File: src/rtl/fifo_reader.sv
// -----------------------------------------------------------------------------
// fifo_reader
//
// Reads bursts of words from a FIFO with a one-cycle read latency and presents
// them downstream on a valid/ready interface through a 2-entry skid buffer.
// A burst is requested with cmd_valid/cmd_len while idle; done pulses once the
// last word of the burst has been accepted downstream (or one cycle after a
// zero-length request).
//
// Ports
//   clk             single clock, rising edge
//   rst             synchronous, active-high reset
//   cmd_valid       burst request valid (accepted only while cmd_ready=1)
//   cmd_len[7:0]    number of words in the burst
//   cmd_ready       high only while idle
//   fifo_rd_en      combinational FIFO read strobe
//   fifo_data_out   FIFO read data, valid the cycle after fifo_rd_en
//   fifo_empty      FIFO empty flag
//   fifo_underflow  FIFO underflow flag
//   m_data          downstream data (oldest buffered word)
//   m_valid         downstream valid
//   m_ready         downstream ready
//   done            one-cycle burst-completion pulse
//   err_underflow   sticky: fifo_underflow has been seen since reset
//   rd_count[15:0]  words delivered downstream since reset
//
// Build option
//   READ_CNT_EN     when defined, rd_count is a wrapping 16-bit pop counter;
//                   otherwise rd_count is tied to zero and no counter exists.
// -----------------------------------------------------------------------------
module fifo_reader #(
   parameter int FIFO_WIDTH = 16
) (
   input  logic                  clk,
   input  logic                  rst,
   input  logic                  cmd_valid,
   input  logic [7:0]            cmd_len,
   output logic                  cmd_ready,
   output logic                  fifo_rd_en,
   input  logic [FIFO_WIDTH-1:0] fifo_data_out,
   input  logic                  fifo_empty,
   input  logic                  fifo_underflow,
   output logic [FIFO_WIDTH-1:0] m_data,
   output logic                  m_valid,
   input  logic                  m_ready,
   output logic                  done,
   output logic                  err_underflow,
   output logic [15:0]           rd_count
);

   typedef enum logic [1:0] {
      IDLE  = 2'd0,
      RUN   = 2'd1,
      DRAIN = 2'd2
   } state_t;

   state_t                state;
   state_t                state_next;
   logic [7:0]            remaining;
   logic                  inflight;
   logic [1:0]            buf_count;
   logic [FIFO_WIDTH-1:0] buf_mem [2];
   logic                  wr_ptr;
   logic                  rd_ptr;
   logic                  zero_done;
   logic                  start;
   logic                  zero_cmd;
   logic                  pop;
   logic                  drain_done;
   logic [2:0]            occupancy;

   assign start      = (state == IDLE) && cmd_valid && (cmd_len != 8'd0);
   assign zero_cmd   = (state == IDLE) && cmd_valid && (cmd_len == 8'd0);

   // Outputs are forced to their reset values while rst is held so nothing
   // leaks out before the first reset edge has settled the registers.
   assign m_valid    = !rst && (buf_count != 2'd0);
   assign pop        = m_valid && m_ready;

   // Words that will occupy the skid buffer after this edge; a new read may
   // only issue if its data is guaranteed a free slot two cycles from now.
   assign occupancy  = {1'b0, buf_count} + {2'b00, inflight} - {2'b00, pop};
   assign fifo_rd_en = !rst && (state == RUN) && !fifo_empty &&
                       (remaining != 8'd0) && (occupancy < 3'd2);

   assign drain_done = (state == DRAIN) && (buf_count == 2'd0) && !inflight;

   // State register
   always_ff @(posedge clk) begin
      // NOTE: sequential state uses non-blocking assignments so every register
      // sees the pre-edge values of the others, independent of block order.
      if (rst) state <= IDLE;
      else     state <= state_next;
   end

   // Next-state logic
   always_comb begin
      // NOTE: default first, so no path leaves state_next unassigned and no
      // latch is inferred.
      state_next = state;
      case (state)
         IDLE:    if (start)                                 state_next = RUN;
         RUN:     if (fifo_rd_en && (remaining == 8'd1))     state_next = DRAIN;
         DRAIN:   if (drain_done)                            state_next = IDLE;
         default:                                            state_next = IDLE;
      endcase
   end

   // Output logic
   always_comb begin
      cmd_ready = rst || (state == IDLE);
      done      = !rst && (drain_done || zero_done);
   end

   // Burst bookkeeping and sticky error
   always_ff @(posedge clk) begin
      if (rst) begin
         remaining     <= 8'd0;
         inflight      <= 1'b0;
         zero_done     <= 1'b0;
         err_underflow <= 1'b0;
      end else begin
         if (start)           remaining <= cmd_len;
         else if (fifo_rd_en) remaining <= remaining - 8'd1;
         inflight  <= fifo_rd_en;
         zero_done <= zero_cmd;
         if (fifo_underflow) err_underflow <= 1'b1;
      end
   end

   // Skid buffer pointers and occupancy; a write and a pop in the same cycle
   // cancel in buf_count while both pointers advance.
   always_ff @(posedge clk) begin
      if (rst) begin
         buf_count <= 2'd0;
         wr_ptr    <= 1'b0;
         rd_ptr    <= 1'b0;
      end else begin
         if (inflight) wr_ptr <= ~wr_ptr;
         if (pop)      rd_ptr <= ~rd_ptr;
         buf_count <= buf_count + {1'b0, inflight} - {1'b0, pop};
      end
   end

   // NOTE: the data storage has no reset; its contents are only observed
   // through m_valid, which is qualified by buf_count.
   always_ff @(posedge clk) begin
      if (inflight) buf_mem[wr_ptr] <= fifo_data_out;
   end

   assign m_data = buf_mem[rd_ptr];

`ifdef READ_CNT_EN
   always_ff @(posedge clk) begin
      if (rst)      rd_count <= 16'd0;
      else if (pop) rd_count <= rd_count + 16'd1;
   end
`else
   assign rd_count = 16'd0;
`endif

endmodule

File: config.mk
export PLATFORM = sky130hd
export DESIGN_NAME = fifo_reader
export DESIGN_NICKNAME = d
export VERILOG_FILES = /design/src/rtl/fifo_reader.sv
export SDC_FILE = /design/constraint.sdc
export NUM_CORES = 1
export LEC_CHECK = 0
export ABC_AREA = 0
export CAP_MARGIN = 20
export CORE_MARGIN = 2
export CORE_UTILIZATION = 45
export CTS_BUF_LIST = sky130_fd_sc_hd__clkbuf_16
export CTS_CLUSTER_DIAMETER = 120
export CTS_CLUSTER_SIZE = 28
export DETAILED_ROUTE_END_ITERATION = 8
export MAX_ROUTING_LAYER = met4
export PLACE_DENSITY = 0.77
export SETUP_SLACK_MARGIN = 0.05
export SLEW_MARGIN = 20
export SYNTH_ARGS = -nofsm -noshare
export SYNTH_HDL_FRONTEND = slang
export SYNTH_SLANG_ARGS = --single-unit
File: constraint.sdc
create_clock -name clk -period 7 [get_ports clk]
set_clock_uncertainty 0.1 [all_clocks]
set_input_delay 0.7 -clock clk [delete_from_list [all_inputs] [get_ports clk]]
set_output_delay 0.7 -clock clk [all_outputs]
set_load 0.02 [all_outputs]
======== After elaboration in Yosys (flattened, before gate mapping) ========
Memories as Yosys holds them, arrays and structs flattened. A register that Yosys moved wholly into a read port is not among the register bits.
Cells that the tools add are included.
storage, ports and cells
  RAM bits ................................ 32
  memories ................................ 1
  logic and storage cells ................. 59
  register bits ........................... 17
  input port bits ......................... 30
  memory bits (read-only) ................. 0
  bits in latches ......................... 0
memory list
  memory   depth  bits a word  rd ports  clocked after Yosys merged registers in  write ports  RTL line  text
  buf_mem  2      16           1         1                                        1            62        logic [FIFO_WIDTH-1:0] buf_mem [2];
cells by class
  $lt $le $gt $ge ......................... 1
  bitwise gates (word level) .............. 2
  reduce and logical (&&, ||, !) cells .... 26
  eq/ne operators ......................... 6
  shifts and indexed selects .............. 0
  divide/modulo/power cells ............... 0
  muxes and demuxes ....................... 10
  add/subtract/negate cells ............... 5
  $mul .................................... 0
operator list
  cell                 count
  $mux 8               2
  $reduce_bool 8->1    2
  $logic_and 1x1->1    13
  $eq 8x1->1 const B   1
  $logic_not 8->1      1
  $sub 8x1->8 const B  1
  $mux 2               3
  $pmux 2 s3           1
  $logic_not 2->1      2
  $mux 1               4
  $ne 2x2->1 const B   2
  $reduce_bool 2->1    2
  $add 2x1->3          1
  $logic_not 1->1      3
  $lt 3x2->1 const B   1
  $reduce_and 3->1     1
  $sub 3x1->3          1
  $add 2x1->2          1
  $eq 2x1->1 const B   1
  $eq 2x2->1 const B   1
  $logic_or 1x1->1     2
  $ne 2x1->1 const B   1
  $not 1->1            2
  $sub 2x1->2          1

======== Longest topological paths before layout ========
  depth in word-level cells ............... 9
  depth in mapped cells ................... 13

======== Least setup slack after synthesis ========
Ideal clock, no wire load.
  kind .................................... in2out
  start point ............................. input rst
  end point ............................... output fifo_rd_en
  setup slack ............................. 3.475 ns
  cell stages on the path ................. 10
  required time ........................... 6.200 ns
  arrival ................................. 2.725 ns
  path buffers ............................ 0
  cell sequence ........................... a21oi_1 and2_1 ha_1 inv_1 ha_1 fa_1 nor3_1 and3_1 nand2_4 inv_4
on the way
  cells in the longest elaborated chain, start to end .. 6
  elaborated cells on any way between the ends .. 9
  those cells by class .................... 1 x add/sub; 1 x order compare; 7 x reduce/logical
ends and longest elaborated chain
  item               RTL line  text
  start, declared    35        input logic rst,
  $logic_not 1->1    77        assign m_valid = !rst && (buf_count != 2'd0);
  $logic_and 1x1->1  77
  $logic_and 1x1->1  78        assign pop = m_valid && m_ready;
  via pop            68        logic pop;
  $sub 3x1->3        82        assign occupancy = {1'b0, buf_count} + {2'b00, inflight} - {2'b00, pop};
  via occupancy[1]   70        logic [2:0] occupancy;
  $lt 3x2->1         84        (remaining != 8'd0) && (occupancy < 3'd2);
  $logic_and 1x1->1  84
  end, declared      39        output logic fifo_rd_en,
The timed path passes the listed nets, and every way through them passes these cells.

======== Final worst setup path ========
Same ends and word-level chain as after synthesis.

==> results.yml <==
cts:
  clockBufferDepth: 2
  cts_setup_buffers: 0
  hold_buffers: 0
  clkTransAtPathRegs_ns: 0.06
  cts.htree.levels: 2
  tritoncts: "done"
  ctsResizeCount: 0
  cts_buffers: 5
  clk_latency_ns: 0.28
  cts.sinks: 50
  cts.root.buffer_cell: "clkbuf_16"
critical_path:
  crit_required_ns: 6.20
  cp-start-kind: "primary input"
  endpoint_kind: "output port"
  cpLargestDelayFamily: "buffers and inverters"
  cp_cell_sequence: "clkdlybuf4s50_1 > a21oi_1 > and2_1 > ha_1 > inv_1 > ha_1 > fa_1 > nor3_1 > and3_1 > nand2_4 > inv_4 > clkdlybuf4s50_1"
  cp_max_fo: 21
  slowest_stage: "clkdlybuf4s50_1"
  worst-setup-path-type: "primary input to output port"
  critical_path.max_stage_delay_ns: 1.03
  critPathBufInv: 4
  arrival_ns: 4.32
job:
  maxCapViolations: 0
synth:
  async_reset_ff_share_pct: 0
  syn_area_mm2: 0.00225
  ys_seq_elements: 50
  synth_warnings: 0
  synth_area_per_cell_um2: 12.7
  synthFlopType: "edfxtp_1"
  synth-edff-count: 32
  synth-seq-area-share_pct: 58.6
  synthCells: 177
  synthDistinctLibCells: 40
sta:
  hold_viol_final: 0
  fmax_mhz: 195
  fin_tns_setup_ns: 0
  timing.final.crit_share_pct: 73.2
  setup_viol: 0
  timing.final.max_slew_violations: 0
  rsz0062_at_grt: "false"
  fin_hold_ws_ns: 0.389
  worst_slew_pin_slew_ns: 0.859
  fin_crit_ns: 5.12
  slew_headroom_pct: 42.6
drt:
  vias: 1436
  drt-total-wl_um: 3870
  postRouteAntennaNets: 0
  drt_iter0_markers: 49
  post_drt_wl_per_cell_um: 13.0
  viasPerCell: 4.84
  drc_errors: 0
  drtPass1Iterations: 4
cells_and_area:
  nets: 265
  seq_area_mm2: 0.00132
  fillCellCount: 391
  final_util_pct: 61.2
  drive_gt1_share_pct: 15.2
  antenna_cells: 0
  syn_to_final_growth_pct: 30.0
  multi_input_area_um2: 817
placed_design:
  io_buffers: 50
  place_congestion: 0.815
  dpl.hpwl_um: 2810
worst_hold_path:
  min_path_type: "flop to flop"
pwr:
  fin_total_pwr_w: 0.000693
  leakage_nw: 1.06
  max-vdd-ir-drop_mv: 0.108
  powerDensity_mw_per_mm2: 237
floorplanning:
  fp.dieW_um: 74.8
  floorplan.initialDensity_pct: 47.1
  core_mm2: 0.00479
  io_pins: 67
  std_cell_rows: 25
  die_y_um: 74.8
  die_area_mm2: 0.00559
grt:
  grt_pass1_vias: 1305
  grt_max_degree: 22
  antenna_found_initial: 0
  grt_overflow: 0
  grt_use_total_pct: 14.5
  grt_pass1_wl_um: 5830
outcome:
  status: "finished, final reports clean"
[logic make-up (layout without fill, tap and decap cells)]
kind of cell | count (synthesis) | count (layout) | share of synthesized area, %
buffers and inverters | 29 | 67 | 7.61
XOR/XNOR | 3 | 3 | 1.17
AO/OA/AOI/OAI | 21 | 21 | 7.94
AND/OR/NAND/NOR | 51 | 51 | 12.8
other | 1 | 16 | 0.166
multiplexers | 16 | 16 | 8.00
adder cells (fa/ha/maj) | 6 | 6 | 3.66
flip-flops | 50 | 50 | 58.6
[worst paths after layout]
check        slack [ns]                      start  cells past startpoint                         to
min                0.39  remaining[5]$_SDFFE_PP0P_                      2  remaining[5]$_SDFFE_PP0P_
max reg2reg        4.00    buf_count[1]$_SDFF_PP0_                     12  remaining[3]$_SDFFE_PP0P_
min reg2reg        0.39  remaining[5]$_SDFFE_PP0P_                      2  remaining[5]$_SDFFE_PP0P_
max                1.88                        rst                     12                 fifo_rd_en
[placed cells by master (no fill, tap or decap), types with 3 or more instances in the layout]
cell | synthesis | final
conb_1 | 1 | 16
mux2_2 | 16 | 16
dfxtp_1 | 18 | 18
clkdlybuf4s50_1 | 0 | 50
nor2b_1 | 5 | 5
clkbuf_16 | 0 | 5
a21oi_1 | 8 | 8
and2_1 | 3 | 3
nand3_1 | 5 | 5
nand2_1 | 8 | 8
edfxtp_1 | 32 | 32
inv_1 | 7 | 8
a31oi_1 | 3 | 3
ha_1 | 5 | 5
nor2_1 | 12 | 12
[per-layer routing]
layer / GRT usage, % / up-vias / part of all wire [%] / routed length [um]
li1: - / 715 / - / -
met3: 4.42 / 6 / 7.7 / 299
met1: 17.0 / 663 / 43 / 1650
met5: - / - / 0 / 0
met2: 23.4 / 52 / 48 / 1860
met4: 5.95 / 0 / 1.5 / 58
[layout make-up]
class	instances	area share, %
clock buffers	5	4.27
clock inverters	3	1.41
inverters	8	1.11
multi-input cells	113	27.9
flip-flops and latches	50	45.1
well taps	67	2.86
repair buffers	51	17.3
[stage by stage]
stage,cell area [um2],instances,worst slack [ns]
floorplan,2310,192,3.47
global placement,2760,289,1.98
detailed placement,2760,289,1.84
CTS,2930,297,1.84
global route,2930,297,1.68
finish,2930,297,1.88
[registers in the layout, summed over array words and instances, names as in the netlist, 2 cells and up, named ones only]
signal and count:
buf_count 2, state 2, remaining 8, buf_mem 32
[cell usage after synthesis, types with 2 or more instances]
| library cell | count | area, um2 |
|---|---|---|
| a2111oi_4 | 2 | 55.1 |
| a21oi_1 | 8 | 40.0 |
| a31oi_1 | 3 | 18.8 |
| a32oi_1 | 2 | 17.5 |
| and2_1 | 3 | 18.8 |
| and3_2 | 2 | 15.0 |
| buf_1 | 2 | 7.51 |
| buf_4 | 16 | 120 |
| clkbuf_1 | 3 | 11.3 |
| dfxtp_1 | 18 | 360 |
| edfxtp_1 | 32 | 961 |
| ha_1 | 5 | 62.6 |
| inv_1 | 7 | 26.3 |
| mux2_2 | 16 | 180 |
| nand2_1 | 8 | 30.0 |
| nand2b_1 | 2 | 12.5 |
| nand3_1 | 5 | 25.0 |
| nor2_1 | 12 | 45.0 |
| nor2b_1 | 5 | 31.3 |
| nor3_1 | 2 | 10.0 |
| nor4_1 | 2 | 12.5 |
| o211ai_1 | 2 | 15.0 |
| o311ai_0 | 2 | 17.5 |
| xnor2_1 | 2 | 17.5 |
[tightest hold or removal path: stages, from the launching register on]
cell and delay (ns):
dfxtp_1 0.31, o311ai_0 0.07, a21oi_1 0.06
[report_power, final]
part | leakage, nW | switching, W | internal, W | total, W
Combinational | 0.542 | 0.0000509 | 0.0000484 | 0.0000992
Clock | 0.0812 | 0.0000954 | 0.000167 | 0.000262
Sequential | 0.436 | 0.00000768 | 0.000324 | 0.000331
Total | 1.06 | 0.000154 | 0.000539 | 0.000693
(Power assumes the default switching activity.)
